[config.mk]
export PLATFORM = sky130hd
export DESIGN_NAME = bf16_to_fp32_pipe
export DESIGN_NICKNAME = d
export VERILOG_FILES = /design/src/rtl/bf16_to_fp32_pipe.sv
export SDC_FILE = /design/constraint.sdc
export NUM_CORES = 1
export LEC_CHECK = 0
export ABC_AREA = 1
export BUFFER_PORTS_ARGS = -buffer_cell sky130_fd_sc_hd__clkbuf_2
export CAP_MARGIN = 20
export CORE_MARGIN = 3
export CORE_UTILIZATION = 50
export CTS_BUF_LIST = sky130_fd_sc_hd__clkbuf_16
export DETAILED_ROUTE_END_ITERATION = 8
export PLACE_DENSITY = 0.85
export SYNTH_ARGS = -nofsm -noshare
export SYNTH_HDL_FRONTEND = slang
export SYNTH_SLANG_ARGS = --single-unit
[constraint.sdc]
create_clock -name clk -period 1.3 [get_ports clk]
set_input_delay 0.065 -clock clk [delete_from_list [all_inputs] [get_ports clk]]
set_output_delay 0.065 -clock clk [all_outputs]
set_load 0.05 [all_outputs]
[src/rtl/bf16_to_fp32_pipe.sv]
// bf16_to_fp32_pipe: two-stage BF16->FP32 widening converter (classify, assemble) with valid/ready and sticky fpcsr.
// Define BF16_DAZ_EN to flush subnormal inputs to signed zero and raise UF.
module bf16_to_fp32_pipe #(
    parameter logic [31:0] CANON_NAN = 32'h7FC0_0000
) (
    input  logic        clk,
    input  logic        reset,
    input  logic        in_valid,
    output logic        in_ready,
    input  logic [15:0] operand_a,
    output logic        out_valid,
    input  logic        out_ready,
    output logic [31:0] result,
    output logic [3:0]  out_flags,
    input  logic        flags_clr,
    output logic [3:0]  fpcsr
);
`ifdef BF16_DAZ_EN
    localparam logic DAZ = 1'b1;
`else
    localparam logic DAZ = 1'b0;
`endif
    logic        s1_valid, s1_sign;
    logic [7:0]  s1_exp;
    logic [6:0]  s1_man;
    logic [5:0]  s1_class;
    logic        adv1, adv2, out_fire, exp_max, exp_min, man_nz, is_nan, is_daz;
    logic [5:0]  cls;
    logic [31:0] asm_result;
    logic [3:0]  asm_flags;

    assign adv2     = !out_valid || out_ready;
    assign adv1     = !s1_valid || adv2;
    assign in_ready = adv1;
    assign out_fire = out_valid && out_ready;

    assign exp_max = &operand_a[14:7];
    assign exp_min = ~|operand_a[14:7];
    assign man_nz  = |operand_a[6:0];
    // one-hot {zero, sub, norm, inf, qnan, snan}
    assign cls = {exp_min & ~man_nz, exp_min & man_nz, ~exp_min & ~exp_max,
                  exp_max & ~man_nz, exp_max & man_nz & operand_a[6], exp_max & man_nz & ~operand_a[6]};

    assign is_nan     = |s1_class[1:0];
    assign is_daz     = DAZ && s1_class[4];
    assign asm_result = is_nan ? CANON_NAN :
                        is_daz ? {s1_sign, 31'h0} :
                        |s1_class[5:2] ? {s1_sign, s1_exp, s1_man, 16'h0000} : 32'h0;
    assign asm_flags  = {s1_class[0], 1'b0, is_daz, 1'b0};

    always_ff @(posedge clk or posedge reset) begin
        if (reset) begin
            s1_valid <= 1'b0;
            s1_sign  <= 1'b0;
            s1_exp   <= 8'h00;
            s1_man   <= 7'h00;
            s1_class <= 6'h00;
        end else if (adv1) begin
            s1_valid <= in_valid;
            if (in_valid) begin
                s1_sign  <= operand_a[15];
                s1_exp   <= operand_a[14:7];
                s1_man   <= operand_a[6:0];
                s1_class <= cls;
            end
        end
    end

    always_ff @(posedge clk or posedge reset) begin
        if (reset) begin
            out_valid <= 1'b0;
            result    <= 32'h0;
            out_flags <= 4'h0;
        end else if (adv2) begin
            out_valid <= s1_valid;
            if (s1_valid) begin
                result    <= asm_result;
                out_flags <= asm_flags;
            end
        end
    end

    // clear takes priority, then the flags of a simultaneous transfer are merged in
    always_ff @(posedge clk or posedge reset) begin
        if (reset)
            fpcsr <= 4'h0;
        else if (flags_clr)
            fpcsr <= out_fire ? out_flags : 4'h0;
        else if (out_fire)
            fpcsr <= fpcsr | out_flags;
    end
endmodule

# ---- Word-level counts from Yosys, hierarchy flattened
# Index checks and enable logic that the tools add are counted.
dict set report op_classes {
  bitwise 11
  muxes 5
  n_reduce_logical 14
}
# cell count
set op_table {}
lappend op_table {{32-bit two-way mux} 2}
lappend op_table {{4-bit two-way mux} 3}
lappend op_table {{8-bit AND reduction} 1}
lappend op_table {{8-bit OR reduction} 1}
lappend op_table {{1-bit bitwise AND} 7}
lappend op_table {{7-bit OR reduction} 1}
lappend op_table {{4-bit OR} 1}
lappend op_table {{2-bit AND reduction} 2}
lappend op_table {{4-bit OR reduction} 1}
lappend op_table {{1-bit logical NOT} 3}
lappend op_table {{1-bit NOT} 3}
lappend op_table {{1-bit logical OR} 2}
lappend op_table {{2-bit nonzero test} 1}
lappend op_table {{2-bit OR reduction} 1}
lappend op_table {{1-bit logical AND} 1}
dict set report word_totals {
  ff_bits 61
  elab_cells 39
  output_inout_bits 42
}

# ---- Longest topological paths before layout
# Gate-level depths: netlist (run 1).
dict set report depth {
  ltp_word 4
  ltp_mapped 7
  depth_no_buf 6
}

# ---- Worst setup path after synthesis (run 1)
# No wires, ideal clock.
dict set report synth_path {
  path_kind {reg-to-reg}
  from {register out_valid}
  to {register s1_exp[0]}
  t_required_ps 1184
  path_stages_with_launch 7
  arrival_time_ps 1612
  path_buffers 1
  setup_slack_ps -429
  period_less_slack_ps 1729
  cell_sequence {dfrtp_1 nand3_2 nand2_4 inv_6 buf_6 nand2_1 nand2_1}
}
dict set report synth_via {
  elab_chain_cells 4
}
# item line
set synth_lines {}
lappend synth_lines {{from (decl)} 11} ;# output logic out_valid,
lappend synth_lines {{from (signal assigned)} 75} ;# out_valid <= s1_valid;
lappend synth_lines {{1-bit logical NOT} 32} ;# assign adv2 = !out_valid || out_ready;
lappend synth_lines {{1-bit logical OR} 32}
lappend synth_lines {{1-bit logical OR} 33} ;# assign adv1 = !s1_valid || adv2;
lappend synth_lines {{named net in_ready} 9} ;# output logic in_ready,
lappend synth_lines {{2-bit AND reduction (no source line)} --}
lappend synth_lines {{to (signal assigned)} 62} ;# s1_exp <= operand_a[14:7];
lappend synth_lines {{to (decl)} 24} ;# logic [7:0] s1_exp;
# The timed path passes the listed nets, and every way through them passes these cells.
# A chain may end at the register's enable or synchronous reset.

# ---- Final worst setup path (run 1)
dict set report layout_path {
  from {register out_valid}
  to {register result[29]}
}
dict set report layout_via {
  elab_chain_cells 3
}
# item line
set layout_lines {}
lappend layout_lines {{1-bit logical NOT} 32}
lappend layout_lines {{1-bit logical OR} 32}
lappend layout_lines {{2-bit AND reduction (no source line)} --}
lappend layout_lines {{to (signal assigned)} 77} ;# result <= asm_result;
lappend layout_lines {{to (decl)} 13} ;# output logic [31:0] result,
# No other way between the ends.

==> impl_summary.txt, run 1 <==
----------------------------------------------------
[Worst setup path]
  Worst Setup Path Type ... reg2reg
  Type of origin of the critical path ... flop
  Worst reg-to-reg path cell count ... 6
  Worst R2R End ... result[29]
  CP Capture Type ... flop
  Worst-path maximum fanout ... 10
  Arr. time, crit path ... 1.39 ns
  Worst endpoint required time ... 1.49 ns
  FF-to-FF setup slack ... 0.10 ns
  Worst flop-to-flop path startpoint ... out_valid
  Launching instance or port of the critical path ... out_valid

[Flow run]
  Max-capacitance violation count ... 0

[Power and ir drop]
  Share of power burned in registers ... 40.2%
  Switching share of power ... 39.9%
  Areal power density over the cells ... approximately 1900 mW/mm²
  Total design power ... 0.00422 W
  Clock network fraction of design power ... 26.8%
  Leakage power figure ... 1.30 nW
  Switching power of the nets ... ~0.0017 W
  Fraction of power consumed by combinational cells ... 32.9%
  Total internal power ... 0.00253 W
  Worst voltage drop across the vdd grid ... 0.000767 V

[Logic synthesis]
  Synthesized instance count ... 233
  Post-synthesis async set-or-reset flop share ... 100%
  Largest area contributor in the netlist ... sky130_fd_sc_hd__dfrtp_1
  Synth Cell Area ... 0.00196 mm²
  Most numerous cell in the Yosys netlist ... sky130_fd_sc_hd__nand2_1
  Post-synth EDFFs ... 0
  Leading cell types by total area after synthesis ... sky130_fd_sc_hd__dfrtp_1 54%, sky130_fd_sc_hd__nand2_1 19%, sky130_fd_sc_hd__buf_4 8.8%, sky130_fd_sc_hd__nor2_1 5.0%, sky130_fd_sc_hd__nand3_1 2.6%
  Synth top cells by count ... 100 x sky130_fd_sc_hd__nand2_1, 42 x sky130_fd_sc_hd__dfrtp_1, 26 x sky130_fd_sc_hd__nor2_1, 23 x sky130_fd_sc_hd__buf_4, 10 x sky130_fd_sc_hd__nand3_1
  Syn Area/Cell ... roughly 8.4 µm²
  Top FF cell, synth ... sky130_fd_sc_hd__dfrtp_1
  Total number of yosys warnings ... 0
  Post-synthesis sequential area ratio ... 53.6%
  Unique masters post-synth ... 18
  Area share of the leading cell type in the synthesized netlist ... about 54%
  Flip-flop and latch count after synthesis ... 42

[Floorplanning]
  Top Ports ... 63
  Die Footprint ... 0.00471 mm²
  Floorplan die width ... 68.6 µm
  Count of standard-cell rows ... 22
  Die span in y ... roughly 69 µm
  Initial cell density of the core ... 52.7%
  Core footprint ... 0.00372 mm²

[Route]
  Via density per instance ... 4.67
  Initial drt markers ... between 150 and 200
  Length of the first detailed-routing pass in iterations ... 5
  Detailed-route wire length on metal 1 ... 1540 µm
  Routed wirelength normalized by instance count ... 11.4 µm
  Detail Route met3 WL ... between 200 and 250 µm
  Top layer in use ... met4
  Final antenna-violating net count ... 0
  Drc violations ... 0
  Number of vias after detailed routing ... 1531
  WL met2 ... 1940 µm
  Total detailed-routing wirelength ... 3750 µm

[GRT]
  Gr usage total ... between 10% and 20%
  Grt ovf ... 0
  Global-route wire length before repair ... 5980 µm
  Vias in the first global route ... 1338
  Largest net degree at the start of global routing ... 43
  Initial antenna violation count ... 0

[Min path]
  Hold Path Origin ... operand_a[0]
  Path class of the lowest-slack min-delay path ... in2reg
  Hold EP ... s1_man[0]
  Worst Hold Path Cells ... 3

[Placed design]
  Estimated wirelength of the detail-placed design ... 2600 µm
  Dpl cell area ... 0.00212 mm²
  Pre-CTS setup slack ... around 0.11 ns
  Placer's final routability congestion estimate ... between 0.7 and 0.8
  Port Buffers ... 40

[STA]
  Final slew viol count ... 0
  Unrepaired setup endpoints after global routing ... no
  Slew at the pin with the worst max-slew slack ... 0.507 ns
  Slew HR ... 66.2%
  Count of endpoints failing setup in the final report ... 0
  Achievable clock frequency ... 837 MHz
  Portion of the clock cycle consumed by the worst path in the final layout ... 92.0%
  Final Critical Period ... 1.20 ns
  Final hold violation count ... 0
  Post-Route Setup TNS ... 0 ns
  Setup Skew ... 0.00494 ns
  Min setup slack post-route ... 0.105 ns

[Clock network]
  Maximum level of the CTS H-tree ... 2
  Count of hold buffers inserted by post-cts repair ... 2
  Sinks on the clock net ... 42
  Maximum buffer depth of the clock tree ... 2
  TritonCTS clock tree ... yes
  Insertion delay to the later sink of the worst-skew pair ... ~0.28 ns
  # Post-CTS Setup Buffers ... 0
  Clock tree root driver cell ... sky130_fd_sc_hd__clkbuf_16
  TritonCTS Buffers ... 5
  Clock slew at the register clock pins of the worst setup and hold paths ... roughly 0.060 ns
  Number of cells upsized or downsized after cts ... 0

[Status]
  Status ... finished, final reports clean

[Layout]
  Antenna fix cells ... 0
  Total non-filler cell area in the finished layout ... 0.00227 mm²
  Area grow syn2layout ... 16.0%
  Layout Nets ... 300
  Fraction of layout cells with a size suffix above 1 ... 21.1%
  Util after Layout ... 61.1%

----------------------------------------------------
==> area by class of cell <==
class | instances | area [µm²]
multi-input combinational | 175 | 719
fill | 316 | 1440
clock buffer | 5 | 125
tap | 48 | 60.1
timing repair buffer | 46 | 263
clock inverter | 3 | 11.3
inverter | 9 | 41.3
sequential | 42 | 1050
==> layer usage <==
layer,track usage [%],vias to the layer above
met5,0,-
met4,7.20,0
met3,3.40,6
met2,27.8,56
met1,21.8,704
li1,-,765
==> worst max-delay path by stage <==
stage	slack (ns)	end
3_3_place_gp	0.17	result[18]
5_1_grt	0.005	result[24]
6_report	0.10	result[29]
4_1_cts	0.11	s1_class[0]
2_1_floorplan	-0.07	s1_exp[0]
3_5_place_dp	0.11	result[17]
==> worst max-delay path: stages, from the launching register on <==
cell	delay [ns]
sky130_fd_sc_hd__dfrtp_2	0.44
sky130_fd_sc_hd__nand2_2	0.09
sky130_fd_sc_hd__nand2_2	0.08
sky130_fd_sc_hd__buf_4	0.19
sky130_fd_sc_hd__inv_4	0.12
sky130_fd_sc_hd__nor2_1	0.06
sky130_fd_sc_hd__a21oi_1	0.13
==> flip-flops by register name (all words and copies together), names as in the netlist <==
name	cells
fpcsr	1
s1_sign	1
s1_valid	1
result	16
out_valid	1
s1_man	7
s1_class	6
s1_exp	8
out_flags	1
==> per-stage QoR <==
step	std cells	hold WS (ns)
2_1_floorplan	254	0.161
3_3_place_gp	318	0.190
3_5_place_dp	318	0.212
4_1_cts	328	0.00409
5_1_grt	328	0.0210
6_report	328	0.00502
==> logic make-up after synthesis <==
| kind of cell | count (synthesis) | share of synthesized area (%) |
|---|---|---|
| AND/OR/NAND/NOR | 142 | 29.3 |
| buffers and inverters | 37 | 14.0 |
| flip-flops | 42 | 53.6 |
| other | 1 | 0.191 |
| AO/OA/AOI/OAI | 11 | 2.81 |
==> placed cells by master (no fill, tap or decap) <==
cell	instances
sky130_fd_sc_hd__dfrtp_2	1
sky130_fd_sc_hd__buf_4	3
sky130_fd_sc_hd__inv_6	1
sky130_fd_sc_hd__dfrtp_1	41
sky130_fd_sc_hd__nand2_2	3
sky130_fd_sc_hd__nor2_1	26
sky130_fd_sc_hd__clkbuf_16	5
sky130_fd_sc_hd__nand3_4	1
sky130_fd_sc_hd__buf_12	1
sky130_fd_sc_hd__nand2_4	1
sky130_fd_sc_hd__a21oi_1	9
sky130_fd_sc_hd__dlygate4sd3_1	2
sky130_fd_sc_hd__o21ai_0	2
sky130_fd_sc_hd__clkbuf_2	40
sky130_fd_sc_hd__nor2_4	1
sky130_fd_sc_hd__nand3_1	10
sky130_fd_sc_hd__conb_1	22
sky130_fd_sc_hd__inv_4	1
sky130_fd_sc_hd__inv_1	9
sky130_fd_sc_hd__inv_2	1
sky130_fd_sc_hd__nand2_1	100
==> power by group through the flow <==
stage / clock (W) / combinational (W) / sequential, W
after global routing: 0.00119 / 0.00150 / 0.00172
after global placement: 0 / 0.00137 / 0.00170
after detailed placement: 0 / 0.00138 / 0.00172
after CTS: 0.00114 / 0.00140 / 0.00170
after floorplan: 0 / 0.000602 / 0.00224
final: 0.00113 / 0.00139 / 0.00170
No activity file was read; power rests on OpenSTA's default activity.
==> run 2: changes to the inputs <==
- ABC_AREA: 1 -> not set
- CORE_MARGIN: 3 -> 1.5
- CORE_UTILIZATION: 50 -> 49
- PLACE_DENSITY: 0.85 -> 0.84
==> impl_summary.txt, run 2 <==
----------------------------------------------------
[Power and ir drop]
  Fraction of power consumed by combinational cells ... 29.9%
  Clock network fraction of design power ... 34.5%
  Switching share of power ... 33.0%
  Share of power burned in registers ... 35.7%
  Switching power of the nets ... about 0.0015 W
  Leakage power figure ... ~1.4 nW
  Worst voltage drop across the vdd grid ... 0.00133 V
  Areal power density over the cells ... between 1500 and 2000 mW/mm²
  Total internal power ... 0.00307 W

[STA]
  Min setup slack post-route ... -0.172 ns
  Achievable clock frequency ... 680 MHz
  Portion of the clock cycle consumed by the worst path in the final layout ... 113%
  Post-Route Setup TNS ... -3.31 ns
  Final hold violation count ... 0
  Final slew viol count ... 0
  Slew HR ... 64.2%
  Unrepaired setup endpoints after global routing ... yes
  Setup Skew ... ~0.0036 ns
  Slew at the pin with the worst max-slew slack ... 0.535 ns
  Count of endpoints failing setup in the final report ... 36
  Final Critical Period ... approximately 1.5 ns

[Logic synthesis]
  Post-synthesis async set-or-reset flop share ... 100%
  Most numerous cell in the Yosys netlist ... sky130_fd_sc_hd__dfrtp_1
  Unique masters post-synth ... 30
  Post-synthesis sequential area ratio ... between 50% and 60%
  Syn Area/Cell ... 12.4 µm²
  Top FF cell, synth ... sky130_fd_sc_hd__dfrtp_1
  Synth Cell Area ... 0.00188 mm²
  Post-synth EDFFs ... 0
  Total number of yosys warnings ... 0
  Largest area contributor in the netlist ... sky130_fd_sc_hd__dfrtp_1
  Synth top cells by count ... 42 x sky130_fd_sc_hd__dfrtp_1, 24 x sky130_fd_sc_hd__buf_4, 16 x sky130_fd_sc_hd__mux2_1, 15 x sky130_fd_sc_hd__nand2_1
  Synthesized instance count ... about 150
  Flip-flop and latch count after synthesis ... 42
  Area share of the leading cell type in the synthesized netlist ... 56.0%
  Leading cell types by total area after synthesis ... sky130_fd_sc_hd__dfrtp_1 56%, sky130_fd_sc_hd__buf_4 9.6%, sky130_fd_sc_hd__mux2_1 9.6%, sky130_fd_sc_hd__a22o_1 4.2%, sky130_fd_sc_hd__a2bb2oi_1 4.2%

[Clock network]
  Clock slew at the register clock pins of the worst setup and hold paths ... 0.06 ns
  TritonCTS Buffers ... 5
  Sinks on the clock net ... 42
  Insertion delay to the later sink of the worst-skew pair ... 0.28 ns
  Maximum buffer depth of the clock tree ... 2
  TritonCTS clock tree ... yes
  Maximum level of the CTS H-tree ... 2
  Clock tree root driver cell ... sky130_fd_sc_hd__clkbuf_16

[Route]
  Number of vias after detailed routing ... roughly 1500
  Drc violations ... 0
  Via density per instance ... 5.46
  Routed wirelength normalized by instance count ... 18.8 µm
  Length of the first detailed-routing pass in iterations ... 4
  Final antenna-violating net count ... 0
  Total detailed-routing wirelength ... 5050 µm
  Initial drt markers ... 57

[Floorplanning]
  Die span in y ... 64.9 µm
  Count of standard-cell rows ... 22
  Initial cell density of the core ... 51.2%
  Core footprint ... about 0.0037 mm²
  Floorplan die width ... 64.9 µm
  Die Footprint ... 0.00421 mm²
  Top Ports ... 63

[Placed design]
  Port Buffers ... 40
  Estimated wirelength of the detail-placed design ... 2680 µm
  Placer's final routability congestion estimate ... 0.733

[Min path]
  Worst Hold Path Cells ... 2
  Hold Path Origin ... operand_a[2]
  Path class of the lowest-slack min-delay path ... in2reg
  Hold EP ... s1_man[2]

[Layout]
  Most common library cell in the layout ignoring fill and taps ... sky130_fd_sc_hd__dfrtp_1
  Number of inserted filler cells in the final layout ... 235
  Util after Layout ... about three quarters
  Highest-count cells in the layout ignoring fill and taps ... 41 x sky130_fd_sc_hd__dfrtp_1, 39 x sky130_fd_sc_hd__clkbuf_2, 22 x sky130_fd_sc_hd__conb_1
  Fraction of layout cells with a size suffix above 1 ... 49.8%
  Multi-input logic area ... 906 µm²
  Storage cell area ... 0.00105 mm²
  Largest regs ... result (16), s1_exp (8), s1_man (7)
  Register with the most flip-flops ... result
  Antenna fix cells ... 0
  Area grow syn2layout ... 44.2%
  Flip-flop count of the largest register after layout ... 16
  Layout Nets ... 241

[GRT]
  Vias in the first global route ... between 1000 and 1500
  Largest net degree at the start of global routing ... 43
  Grt ovf ... 0
  Gr usage total ... 21.4%
  Initial antenna violation count ... 0
  Global-route wire length before repair ... around 6600 µm

[Worst setup path]
  Worst reg-to-reg path cell count ... 3
  Worst R2R End ... result[17]
  CP Capture Type ... flop
  Worst Setup Path Type ... reg2reg
  Worst flop-to-flop path startpoint ... out_valid
  Worst-path maximum fanout ... 7
  Type of origin of the critical path ... flop
  FF-to-FF setup slack ... -0.17 ns
  Arr. time, crit path ... 1.69 ns
  Worst endpoint required time ... ~1.5 ns

[Status]
  Violated checks ... setup timing
  Status ... finished with violations

[Flow run]
  Max-capacitance violation count ... 0

----------------------------------------------------
-- run 2: worst max-delay path by stage --
stage,start,endpoint,slack [ns]
detailed placement,out_valid,s1_man[4],-0.10
CTS,s1_class[5],result[17],-0.12
floorplan,out_valid,s1_exp[0],-0.28
finish,out_valid,result[17],-0.17
global route,out_valid,result[17],-0.24
global placement,s1_class[5],result[17],-0.07
-- run 2: power by group through the flow --
| stage | Sequential (W) | Clock, W | Combinational (W) |
|---|---|---|---|
| after global placement | 0.00162 | 0 | 0.00112 |
| after floorplan | 0.00200 | 0 | 0.000537 |
| final | 0.00163 | 0.00158 | 0.00137 |
| after detailed placement | 0.00163 | 0 | 0.00114 |
| after CTS | 0.00161 | 0.00159 | 0.00117 |
| after global routing | 0.00165 | 0.00166 | 0.00142 |
-- run 2: final cells by class --
cell class / instances / area share [%]
Sequential cell: 42 / 38.9
Multi-Input combinational cell: 102 / 33.5
Timing Repair Buffer: 63 / 17.4
Clock buffer: 5 / 4.63
Clock inverter: 3 / 2.36
Tap cell: 48 / 2.22
Inverter: 6 / 1.02
-- run 2: routing by layer --
metal / share of wire (%) / track usage [%]
met2: 53 / 35.2
met1: 38 / 26.8
met4: 2.3 / 7.18
met5: 0 / 0
met3: 7.3 / 6.77
-- run 2: cells by family (layout without fill, tap and decap cells) --
group                  after synthesis  in the layout  synth area share [%]
multiplexers                        16             16                  9.61
buffers and inverters               31             77                  11.4
AND/OR/NAND/NOR                     33             36                  10.7
AO/OA/AOI/OAI                       28             28                  12.0
other                                1             22                 0.200
flip-flops                          42             42                  56.0
-- run 2: what timing repair did --
action / CTS / global route
setup endpoints to repair: 36 / 35
pin swaps: 2 / 6
setup buffers: 0 / 6
resized for setup: 6 / 38
endpoints found under the hold margin: 44 / 0
hold buffers: 3 / 0
cloned: 1 / 3
-- run 2: worst max-delay path: stages, from the launching register on --
cell and delay (ns):
sky130_fd_sc_hd__dfrtp_2 0.41, sky130_fd_sc_hd__and2b_2 0.24, sky130_fd_sc_hd__nor4b_4 0.53, sky130_fd_sc_hd__a22o_1 0.22
-- run 2: metrics by stage --
stage          area (µm²)  cells  total power, W  hold WS (ns)  setup WS [ns]
2_1_floorplan        2000    172         0.00253         0.161         -0.281
3_3_place_gp         2180    248         0.00274         0.119        -0.0692
3_5_place_dp         2180    248         0.00277         0.124         -0.102
4_1_cts              2450    260         0.00437        0.0201         -0.121
5_1_grt              2700    269         0.00473        0.0388         -0.235
6_report             2700    269         0.00458        0.0399         -0.172
==> run 3: changes to the inputs <==
- BUFFER_PORTS_ARGS: -buffer_cell sky130_fd_sc_hd__clkbuf_2 -> -buffer_cell sky130_fd_sc_hd__buf_2
- CTS_CLUSTER_DIAMETER: not set -> 30
==> impl_summary.txt, run 3 (same netlist as run 2, synthesis figures left out) <==
----------------------------------------------------
[Status]
  Status ... finished with violations
  Violated checks ... setup timing

[Floorplanning]
  Die span in y ... 64.9 µm
  Count of standard-cell rows ... 22
  Core footprint ... 0.00366 mm²
  Die Footprint ... between 0.004 and 0.005 mm²
  Floorplan die width ... 64.9 µm
  Top Ports ... 63
  Initial cell density of the core ... between 50% and 60%

[STA]
  Unrepaired setup endpoints after global routing ... yes
  Portion of the clock cycle consumed by the worst path in the final layout ... 113%
  Count of endpoints failing setup in the final report ... 22
  Final hold violation count ... 0
  Slew HR ... 65.5%
  Achievable clock frequency ... slightly below 700 MHz
  Setup Skew ... 0.00673 ns
  Slew at the pin with the worst max-slew slack ... 0.515 ns
  Final slew viol count ... 0
  Hold slack final ... between 0.02 and 0.03 ns
  Final Critical Period ... 1.47 ns
  Min setup slack post-route ... -0.173 ns

[Clock network]
  Maximum level of the CTS H-tree ... 2
  Clock slew at the register clock pins of the worst setup and hold paths ... approximately 0.06 ns
  Clock tree root driver cell ... sky130_fd_sc_hd__clkbuf_16
  Sinks on the clock net ... 42
  Maximum buffer depth of the clock tree ... 2
  TritonCTS clock tree ... yes
  TritonCTS Buffers ... 5
  Insertion delay to the later sink of the worst-skew pair ... between 0.2 and 0.3 ns

[Route]
  Total detailed-routing wirelength ... 4960 µm
  Initial drt markers ... 81
  Final antenna-violating net count ... 0
  Number of vias after detailed routing ... between 1000 and 1500
  Via density per instance ... between 5 and 6
  Drc violations ... 0
  Routed wirelength normalized by instance count ... 18.7 µm
  Length of the first detailed-routing pass in iterations ... 4

[Worst setup path]
  Worst endpoint required time ... ~1.5 ns
  Worst-path maximum fanout ... 7
  CP Capture Type ... flop
  Worst Setup Path Type ... reg2reg
  Arr. time, crit path ... 1.65 ns
  Sequence of cells on the critical path ... or4_4 -> nor4b_4 -> a22o_1
  Critical Path Slowest Stage Cell ... sky130_fd_sc_hd__or4_4
  Type of origin of the critical path ... flop
  Crit-path max cell delay ... 0.58 ns

[Layout]
  Layout Nets ... between 200 and 250
  Most common library cell in the layout ignoring fill and taps ... sky130_fd_sc_hd__dfrtp_1
  Highest-count cells in the layout ignoring fill and taps ... 41 x sky130_fd_sc_hd__dfrtp_1, 39 x sky130_fd_sc_hd__buf_2, 22 x sky130_fd_sc_hd__conb_1
  Fraction of layout cells with a size suffix above 1 ... 51.6%
  Register with the most flip-flops ... result
  Antenna fix cells ... 0
  Flip-flop count of the largest register after layout ... 16
  Non-filler instance count after layout ... ~270
  Total non-filler cell area in the finished layout ... 0.00266 mm²
  Area grow syn2layout ... 41.8%
  Util after Layout ... 72.7%
  Largest regs ... result (16), s1_exp (8), s1_man (7)

[GRT]
  Initial antenna violation count ... 0
  Grt ovf ... 0
  Global-route wire length before repair ... 6440 µm
  Largest net degree at the start of global routing ... 43
  Vias in the first global route ... 1304
  Gr usage total ... between 20% and 30%

[Placed design]
  Port Buffers ... 40
  Dpl cell area ... 0.00218 mm²
  Estimated wirelength of the detail-placed design ... 2740 µm
  Placed cell count ... 246
  Placer's final routability congestion estimate ... 0.724

[Min path]
  Path class of the lowest-slack min-delay path ... in2reg

[Power and ir drop]
  Areal power density over the cells ... 1610 mW/mm²
  Worst voltage drop across the vdd grid ... 0.000966 V
  Leakage power figure ... between 1 and 1.5 nW

[Flow run]
  Max-capacitance violation count ... 0

----------------------------------------------------
## run 3: changes by cell type in the layout (fill, tap and decap cells not counted), sizes merged
| cell | previous run | this run |
|---|---|---|
| clkbuf | 45 | 5 |
| bufinv | 2 | 0 |
| clkinvlp | 0 | 1 |
| clkinv | 2 | 3 |
| buf | 20 | 56 |
## run 3: area by class of cell
cell class                      instances  area [µm²]
Clock buffer                            5         125
Multi-Input combinational cell        102         950
Tap cell                               48        60.1
Timing Repair Buffer                   59         429
Inverter                                6        27.5
Sequential cell                        42        1050
Clock inverter                          3        16.3
Fill cell                             232        1000
## run 3: where the power goes
| group | switching, W | internal (W) | total (W) |
|---|---|---|---|
| clock | 0.000511 | 0.000701 | 0.00121 |
| sequential | 0.000155 | 0.00150 | 0.00165 |
| combinational | 0.000901 | 0.000504 | 0.00140 |
| total | 0.00157 | 0.00270 | 0.00427 |
## run 3: what timing repair did
action,4_1_cts,5_1_grt
cloned,0,4
hold buffers,3,0
endpoints found under the setup margin,34,36
hold endpoints to repair,44,0
pin swaps,0,25
buffers inserted,1,3
gates resized for setup,8,43
## run 3: routing by layer
metal | global-route usage, % | routed length [µm] | vias up
met5 | 0 | 0 | -
met4 | 10.9 | 74 | 0
met3 | 4.69 | 241 | 6
met2 | 33.0 | 2540 | 56
met1 | 26.6 | 2100 | 723
li1 | - | - | 632
## run 3: worst max-delay path: cells and delay by family, from the launching register on
family / cells / cell delay (ns)
AND/OR/NAND/NOR: 2 / 0.77
flip-flops: 1 / 0.39
AO/OA/AOI/OAI: 1 / 0.20
## run 3: per-stage QoR
step | power [W] | setup TNS, ns | worst slack, ns
final | 0.00427 | -2.19 | -0.173
after global routing | 0.00441 | -3.39 | -0.219
after CTS | 0.00400 | -1.10 | -0.107
after detailed placement | 0.00278 | -1.89 | -0.103
after global placement | 0.00275 | -1.22 | -0.0641
after floorplan | 0.00253 | -5.94 | -0.281
## run 3: path summary, 6_finish.rpt
| kind | endpoint | start | depth (start not counted) | slack, ns |
|---|---|---|---|---|
| max | result[20] | s1_class[2] | 3 | -0.17 |
| min reg2reg | result[31] | s1_sign | 1 | 0.50 |
| max in group asynchronous | out_valid | reset | 4 | 0.68 |
| max reg2reg | result[20] | s1_class[2] | 3 | -0.17 |
| min | s1_man[1] | operand_a[1] | 2 | 0.03 |
| min in group asynchronous | result[21] | reset | 4 | 0.40 |
